### src/rtl/fighter_pkg.sv
// Shared fighter definitions: action encoding, mapped keycodes and frame-counter width.
// Used by the keycode mapper, this sequencer and the sprite logic.
package fighter_pkg;

  localparam int FRAME_W = 5;

  typedef enum logic [3:0] {
    IDLE    = 4'd0,
    WALK_L  = 4'd1,
    WALK_R  = 4'd2,
    CROUCH  = 4'd3,
    JUMP    = 4'd4,
    PUNCH   = 4'd5,
    KICK    = 4'd6,
    HITSTUN = 4'd7
  } action_t;

  localparam logic [7:0] KEY_JUMP   = 8'h1A;
  localparam logic [7:0] KEY_CROUCH = 8'h16;
  localparam logic [7:0] KEY_LEFT   = 8'h04;
  localparam logic [7:0] KEY_RIGHT  = 8'h07;
  localparam logic [7:0] KEY_PUNCH  = 8'h0E;
  localparam logic [7:0] KEY_KICK   = 8'h13;

  // Timed states run to completion and ignore new key decisions.
  function automatic logic is_timed(input action_t a);
    return a inside {JUMP, PUNCH, KICK, HITSTUN};
  endfunction

endpackage

### src/rtl/frame_timer.sv
// Per-state frame counter: clears or advances on tick, saturates at all-ones,
// and flags the last frame of a state whose duration is 'limit'.
module frame_timer
  import fighter_pkg::*;
(
  input  logic               Clk,
  input  logic               Reset,
  input  logic               tick,
  input  logic               clear,
  input  logic [FRAME_W:0]   limit,
  output logic [FRAME_W-1:0] count,
  output logic               done
);

  localparam logic [FRAME_W-1:0] SAT = '1;

  logic [FRAME_W-1:0] count_q, count_d;

  always_comb begin
    count_d = count_q;
    if (tick) begin
      if (clear) begin
        count_d = '0;
      end else if (count_q != SAT) begin
        count_d = count_q + 1'b1;
      end
    end
  end

  always_ff @(posedge Clk) begin
    if (Reset) begin
      count_q <= '0;
    end else begin
      count_q <= count_d;
    end
  end

  assign count = count_q;
  // limit of 0 never matches, which is how free states opt out.
  assign done  = ({1'b0, count_q} == (limit - 1'b1));

endmodule

### src/rtl/player_action_ctrl.sv
// Per-player move sequencer: turns the mapped keycode and hit pulses into an
// action state, animation frame index and attack window, advanced once per video frame.
module player_action_ctrl
  import fighter_pkg::*;
#(
  parameter int JUMP_FRAMES  = 32,
  parameter int PUNCH_FRAMES = 12,
  parameter int KICK_FRAMES  = 16,
  parameter int ACT_START    = 4,
  parameter int ACT_LEN      = 4,
  parameter int STUN_FRAMES  = 10
) (
  input  logic               Clk,
  input  logic               Reset,
  input  logic               frame_tick,
  input  logic               enable,
  input  logic [7:0]         keycode,
  input  logic               hit_in,
  output logic [3:0]         action,
  output logic [FRAME_W-1:0] anim_frame,
  output logic               attack_active,
  output logic               busy
);

  if (JUMP_FRAMES < 1 || JUMP_FRAMES > 32 || PUNCH_FRAMES < 1 || PUNCH_FRAMES > 32 ||
      KICK_FRAMES < 1 || KICK_FRAMES > 32 || STUN_FRAMES < 1 || STUN_FRAMES > 32 ||
      ACT_START < 0 || ACT_LEN < 0 || ACT_START + ACT_LEN > 32) begin : g_param_check
    $error("player_action_ctrl: frame parameters must fit the 5-bit timer");
  end

  localparam logic [FRAME_W:0] JUMP_LIM  = (FRAME_W+1)'(JUMP_FRAMES);
  localparam logic [FRAME_W:0] PUNCH_LIM = (FRAME_W+1)'(PUNCH_FRAMES);
  localparam logic [FRAME_W:0] KICK_LIM  = (FRAME_W+1)'(KICK_FRAMES);
  localparam logic [FRAME_W:0] STUN_LIM  = (FRAME_W+1)'(STUN_FRAMES);
  localparam logic [FRAME_W:0] ACT_LO    = (FRAME_W+1)'(ACT_START);
  localparam logic [FRAME_W:0] ACT_HI    = (FRAME_W+1)'(ACT_START + ACT_LEN);

  action_t            state_q, state_d;
  logic [7:0]         prev_key_q, prev_key_d;
  logic               hit_pend_q, hit_pend_d;
  logic               hit_seen;
  logic               timer_clear;
  logic               timer_done;
  logic [FRAME_W:0]   timer_limit;
  logic [FRAME_W-1:0] timer_count;
  action_t            free_next;
  logic               press_edge;

  // Punch and kick fire only on a fresh press; held keys fall through to IDLE.
  always_comb begin
    press_edge = (keycode != prev_key_q);
    free_next  = IDLE;
    if (keycode == KEY_PUNCH && press_edge) begin
      free_next = PUNCH;
    end else if (keycode == KEY_KICK && press_edge) begin
      free_next = KICK;
    end else begin
      case (keycode)
        KEY_JUMP:   free_next = JUMP;
        KEY_CROUCH: free_next = CROUCH;
        KEY_LEFT:   free_next = WALK_L;
        KEY_RIGHT:  free_next = WALK_R;
        default:    free_next = IDLE;
      endcase
    end
  end

  always_comb begin
    case (state_q)
      JUMP:    timer_limit = JUMP_LIM;
      PUNCH:   timer_limit = PUNCH_LIM;
      KICK:    timer_limit = KICK_LIM;
      HITSTUN: timer_limit = STUN_LIM;
      default: timer_limit = '0;
    endcase
  end

  always_comb begin
    hit_seen    = hit_pend_q | hit_in;
    state_d     = state_q;
    timer_clear = 1'b0;
    if (!enable) begin
      state_d     = IDLE;
      timer_clear = 1'b1;
    end else if (hit_seen) begin
      state_d     = HITSTUN;
      timer_clear = 1'b1;
    end else if (is_timed(state_q)) begin
      if (timer_done) begin
        state_d     = IDLE;
        timer_clear = 1'b1;
      end
    end else begin
      state_d     = free_next;
      timer_clear = (free_next != state_q);
    end
    hit_pend_d = frame_tick ? 1'b0 : hit_seen;
    prev_key_d = frame_tick ? keycode : prev_key_q;
  end

  always_ff @(posedge Clk) begin
    if (Reset) begin
      state_q    <= IDLE;
      prev_key_q <= '0;
      hit_pend_q <= 1'b0;
    end else begin
      if (frame_tick) begin
        state_q <= state_d;
      end
      prev_key_q <= prev_key_d;
      hit_pend_q <= hit_pend_d;
    end
  end

  frame_timer u_timer (
    .Clk   (Clk),
    .Reset (Reset),
    .tick  (frame_tick),
    .clear (timer_clear),
    .limit (timer_limit),
    .count (timer_count),
    .done  (timer_done)
  );

  assign action        = state_q;
  assign anim_frame    = timer_count;
  assign busy          = is_timed(state_q);
  assign attack_active = (state_q == PUNCH || state_q == KICK) &&
                         ({1'b0, timer_count} >= ACT_LO) &&
                         ({1'b0, timer_count} <  ACT_HI);

endmodule
### config.mk
export PLATFORM = sky130hd
export DESIGN_NAME = player_action_ctrl
export DESIGN_NICKNAME = d
export VERILOG_FILES = /design/src/rtl/fighter_pkg.sv /design/src/rtl/frame_timer.sv /design/src/rtl/player_action_ctrl.sv
export SDC_FILE = /design/constraint.sdc
export NUM_CORES = 1
export LEC_CHECK = 0
export CAP_MARGIN = 20
export CORE_MARGIN = 3
export CORE_UTILIZATION = 38
export CTS_CLUSTER_DIAMETER = 60
export DETAILED_ROUTE_END_ITERATION = 6
export MAX_ROUTING_LAYER = met4
export SKIP_CTS_REPAIR_TIMING = 1
export SLEW_MARGIN = 10
export SYNTH_ARGS = -nofsm -noshare
export SYNTH_HDL_FRONTEND = slang
export SYNTH_SLANG_ARGS = --single-unit
### constraint.sdc
create_clock -name Clk -period 4.5 [get_ports Clk]
set_input_delay 0.45 -clock Clk [delete_from_list [all_inputs] [get_ports Clk]]
set_output_delay 0.45 -clock Clk [all_outputs]
set_load 0.02 [all_outputs]
==> impl_results.md, run 1 <==
- Fillers: 349
- Max_cap viols: 0
- Antenna violations before repair: 0
- Sw Pwr: 0.0948 mW
- Clock Tree Buf Depth: 2
- TritonCTS buffer count: 3
- Sequential power share: 51.1%
- Crit path max fanout: 12
- Synth Register Bits: 17
- Post-route insts no fill: 216
- Commonest cells in the netlist: 17 x dfxtp_1, 15 x nor2_1, 13 x nand2_1, 12 x mux2i_1, 12 x xnor2_1
- Switching part of the total power: 29.5%
- Final Cycle Share: 62.5%
- Aggregate global-route resource usage: 15.6%
- Yosys top cell area share: 26.3%
- Synth Net Count: 174
- Count of clock tree sinks: 17
- CTS H-tree lvls: 1
- Yosys cell types: 41
- CP required: 4.73 ns
- RSZ-0062 raised after global routing: no
- Max-slew violations: 0
- GR Overflow Total: 0
- Die height: 64.4 um
- Layout area overhead: 16.7%
- Status: finished, final reports clean
- Post-synth top flop: dfxtp_1
- Final HPWL DP: 2270 um
- Die X: 64.4 um
- Met1 wire length: 1330 um
- Core area: 3150 um2
- Min Clock Period, post-route: 2.81 ns
- Clock share of power: 25.4%
- VDD IR max: 103 uV
- Place WS: 1.59 ns
- Num ports: 24
- Top Layer Used: met4
- Setup TNS: 0 ns
- Clk_skew: 0.00416 ns
- Max Clock Freq: 0.356 GHz
- Final core utilization: 48.0%
- Yosys top cell by area: dfxtp_1
- Internal cell power: 0.227 mW
- Initial DRC count: 48
- PortBufs: 22
- Most frequent cell after synthesis: dfxtp_1
- Pin count of the biggest net entering global routing: 17
- WL met2: 1420 um
- Routed vias/inst: 5.48
- Final ANT Viol Nets: 0
- Share of layout cells above drive strength 1: 8.14%
- Die ar.: 4150 um2
- Final worst slack: 1.69 ns
- Global-route wire length before repair: 5060 um
- Rel. slew slack: 55.1%
- Post-Syn Instances: 157
- Lkg Pwr: 0.539 nW
- Clock-pin slew of the registers on the worst-case setup and hold paths: 0.10 ns
- CP arrival: 3.04 ns
- Diodes inserted: 0
- Mapped cell area: 1300 um2
- Final setup vio count: 0
- Number of remaining DRC errors: 0
- CP Class: reg2reg
- Worst setup SP type: register
- Clock root cell: clkbuf_4
- Asr flop ratio synth: 0%
- Row cnt: 20
- Crit path capture type: register
- Via count: 1184
- Nets@finish: 190
- Post-synth EDFFs: 0
- Worst hold path class: reg2reg
- # placed instances: 212
- P per Cell Area: 213 nW/um2
- Worst Tran Pin Value: 0.668 ns
- Vias in the first global route: 1145
- Placer congestion estimate: 0.908
- Pre-antenna DRT Iters: 4
- Clk_lat worst skew: 0.29 ns
- TritonCTS clock tree: built
- Synth area leaders: dfxtp_1 26%, mux2i_1 9.3%, xnor2_1 8.1%
- Comb pwr share: 23.4%
- Sequential share of the synthesized area: 26.3%
- Yosys warning count: 0
- DR WL/cell: 13.8 um
- Final Hold Vio Count: 0
- WL met3: 180 um
- Initial core utilization: 41.1%
- Total wire length: 2980 um
- Synth Area per Inst: 8.26 um2
-- cell usage in the layout, fill, tap and decap left out, types with 3 or more instances in the layout --
master | netlist | layout
a21oi_1 | 6 | 6
a31oi_1 | 5 | 5
and2b_2 | 3 | 3
clkbuf_4 | 0 | 3
clkdlybuf4s50_1 | 0 | 22
dfxtp_1 | 17 | 17
ha_1 | 4 | 4
inv_1 | 5 | 5
mux2i_1 | 12 | 12
nand2_1 | 13 | 13
nand2b_1 | 3 | 3
nand3_1 | 5 | 5
nand4_1 | 7 | 7
nor2_1 | 15 | 15
nor3_1 | 5 | 5
o21ai_0 | 4 | 4
xnor2_1 | 12 | 12
-- area by class of cell --
cell class | instances | area [um2] | area share [%]
Multi-Input combinational cell | 124 | 852 | 56.3
Sequential cell | 17 | 340 | 22.5
Timing Repair Buffer | 22 | 220 | 14.6
Tap cell | 44 | 55.1 | 3.64
Clock buffer | 4 | 26.3 | 1.74
Inverter | 5 | 18.8 | 1.24
-- per-stage QoR --
stage	hold slack (ns)	power (mW)	area, um2
after CTS	0.534	0.327	1510
final	0.529	0.322	1510
after global placement	0.497	0.242	1490
after floorplan	0.482	0.221	1300
after detailed placement	0.509	0.244	1490
after global routing	0.571	0.344	1510
-- flip-flops by register name, indices dropped and copies added, names as in the netlist --
register and cells:
prev_key_q 8, u_timer.count 5, action 3, hit_pend_q 1
-- routing by layer --
metal,vias to the layer above,track usage [%]
li1,597,-
met1,547,18.7
met2,35,26.0
met3,5,2.64
met4,0,6.33
met5,-,-
-- power groups by stage --
| stage | logic (mW) | clock network (mW) | registers [mW] |
|---|---|---|---|
| finish | 0.0754 | 0.0819 | 0.165 |
| global route | 0.0833 | 0.0952 | 0.166 |
| CTS | 0.0758 | 0.0865 | 0.165 |
| detailed placement | 0.0755 | 0 | 0.168 |
| global placement | 0.0742 | 0 | 0.168 |
| floorplan | 0.0549 | 0 | 0.166 |
-- logic make-up (layout without fill, tap and decap cells) --
logic type / after synthesis / count (layout) / share of synthesized area, %
AND/OR/NAND/NOR: 63 / 63 / 25.7
AO/OA/AOI/OAI: 30 / 30 / 17.2
flip-flops: 17 / 17 / 26.3
buffers and inverters: 16 / 31 / 8.01
XOR/XNOR: 14 / 14 / 9.46
multiplexers: 12 / 12 / 9.27
adder cells (fa/ha/maj): 4 / 4 / 3.86
other: 1 / 1 / 0.289
-- critical path, cell delays in order, from the launching register on --
cell and delay, ns:
dfxtp_1 0.58, nand2_1 0.14, or2_2 0.30, ha_1 0.21, xnor2_1 0.14, and3_1 0.19, o2111ai_1 0.24, nand2_1 0.12
o21ai_0 0.48, a21oi_1 0.20, a21oi_1 0.14
-- final timing paths --
| check | slack, ns | start | to | cells after the start |
|---|---|---|---|---|
| worst min register to register | 0.53 | prev_key_q[4] | prev_key_q[4] | 2 |
| worst min-delay path | 0.53 | prev_key_q[4] | prev_key_q[4] | 2 |
| worst max register to register | 1.69 | action[2] | u_timer.count[1] | 10 |
| worst max-delay path | 1.69 | action[2] | u_timer.count[1] | 10 |
No activity file was read; power rests on OpenSTA's default activity.
==> inputs of run 2 (changes only) <==
==> constraint.sdc (replaced) <==
create_clock -name Clk -period 2.85 [get_ports Clk]
set_input_delay 0.285 -clock Clk [delete_from_list [all_inputs] [get_ports Clk]]
set_output_delay 0.285 -clock Clk [all_outputs]
set_load 0.02 [all_outputs]
==> run 2 against run 1 <==
Compared with the run above:
- clock-buffer cell count unchanged
- via count increased by 2.3%
- sequential power increased by 55%
- critical path type is now in2reg
- largest cell class unchanged
- highest routed layer unchanged
==> impl_results.md, run 2 (synthesis gave the netlist of run 1 again) <==
- Status: finished, final reports clean
- TritonCTS clock tree: built
- Final setup vio count: 0
- Hold WS: 0.523 ns
- Global-route wire length before repair: 5240 um
- Min Clock Period, post-route: 2.39 ns
- Worst hold path class: reg2reg
- Via count: 1211
- Final HPWL DP: 2400 um
- Pin count of the biggest net entering global routing: 12
- PortBufs: 22
- VDD IR max: 154 uV
- Final worst slack: 0.460 ns
- Num ports: 24
- Number of remaining DRC errors: 0
- Fillers: 326
- Setup TNS: 0 ns
- Overall Power: 0.523 mW
- Max Clock Freq: 0.418 GHz
- Commonest non-fill, non-tap cell in the layout: clkdlybuf4s50_1
- Final ANT Viol Nets: 0
- CP required: 3.07 ns
- Cell area after layout: 1580 um2
- Crit path capture type: register
- Nets@finish: 199
- Pre-antenna DRT Iters: 4
- Core area: 3150 um2
- Clock Tree Buf Depth: 2
- Placer congestion estimate: 0.883
- Row cnt: 20
- Diodes inserted: 0
- Max reg flops: 8
- Most frequent cells in the layout: 22 x clkdlybuf4s50_1, 17 x dfxtp_1, 15 x nor2_1, 13 x nand2_1
- Layout area overhead: 21.9%
- GR Overflow Total: 0
- CP Class: in2reg
- Max incr delay on CP: 0.57 ns
- Max-slew violations: 0
- TritonCTS buffer count: 3
- Worst setup SP type: input pin
- Clock root cell: clkbuf_4
- Instance area after placement: 1550 um2
- Final Hold Vio Count: 0
- Initial core utilization: 41.1%
- Max_cap viols: 0
- Count of clock tree sinks: 17
- Antenna violations before repair: 0
- Die height: 64.4 um
- Place WS: 0.157 ns
- Final Cycle Share: 83.9%
- Die X: 64.4 um
- CTS H-tree lvls: 1
- Routed vias/inst: 5.38
- RSZ-0062 raised after global routing: no
- Multi-input gate area in the final layout: 852 um2
- Total wire length: 3050 um
- CP arrival: 2.61 ns
- Crit-path cells: clkdlybuf4s50_1 -> or4b_4 -> or2_4 -> a221oi_2 -> o2111ai_2 -> o22ai_1 -> nand2b_1 -> mux2i_1
- Aggregate global-route resource usage: 16.3%
- Lkg Pwr: 0.584 nW
- Final core utilization: 50.1%
- Share of layout cells above drive strength 1: 12.7%
- Clk_lat worst skew: 0.29 ns
- P per Cell Area: 331 nW/um2
- Crit path max fanout: 4
- # placed instances: 221
- Post-route insts no fill: 225
- Clock-pin slew of the registers on the worst-case setup and hold paths: 0.10 ns
- Register area: 340 um2
- Vias in the first global route: 1186
- CP max stage cell: or4b_4
- Initial DRC count: 45
- DR WL/cell: 13.5 um
- Largest register by flop count: prev_key_q
- Die ar.: 4150 um2
- Clk_skew: 0.00622 ns
==> run 2: power breakdown <==
part	internal, mW	switching [mW]
Clock	0.0545	0.0797
Combinational	0.0644	0.0685
Sequential	0.247	0.00806
==> run 2: path summary, 6_finish.rpt <==
| check | startpoint | endpoint | slack, ns | cells past startpoint |
|---|---|---|---|---|
| setup / recovery | keycode[5] | u_timer.count[2] | 0.46 | 8 |
| hold / removal | prev_key_q[5] | prev_key_q[5] | 0.52 | 2 |
| setup reg to reg | action[2] | u_timer.count[2] | 0.53 | 10 |
| hold reg to reg | prev_key_q[5] | prev_key_q[5] | 0.52 | 2 |
==> run 2: metal layers <==
| layer | share of wire, % | wire length, um | GRT usage (%) | vias to the layer above |
|---|---|---|---|---|
| met1 | 46 | 1390 | 19.3 | 561 |
| met5 | 0 | 0 | - | - |
| met4 | 1.0 | 31 | 7.92 | 0 |
| li1 | - | - | - | 613 |
| met3 | 4.7 | 143 | 2.28 | 4 |
| met2 | 49 | 1480 | 27.1 | 33 |
==> run 2: layout make-up <==
cell class | instances | area share, %
multi-input combinational | 124 | 53.9
sequential | 17 | 21.5
timing repair buffer | 31 | 18.2
tap | 44 | 3.48
clock buffer | 4 | 1.66
inverter | 5 | 1.19
==> run 2: critical path: cells and delay by family <==
kind	cells	cell delay, ns
AO/OA/AOI/OAI	3	0.78
AND/OR/NAND/NOR	3	0.93
multiplexers	1	0.15
buffers and inverters	1	0.47
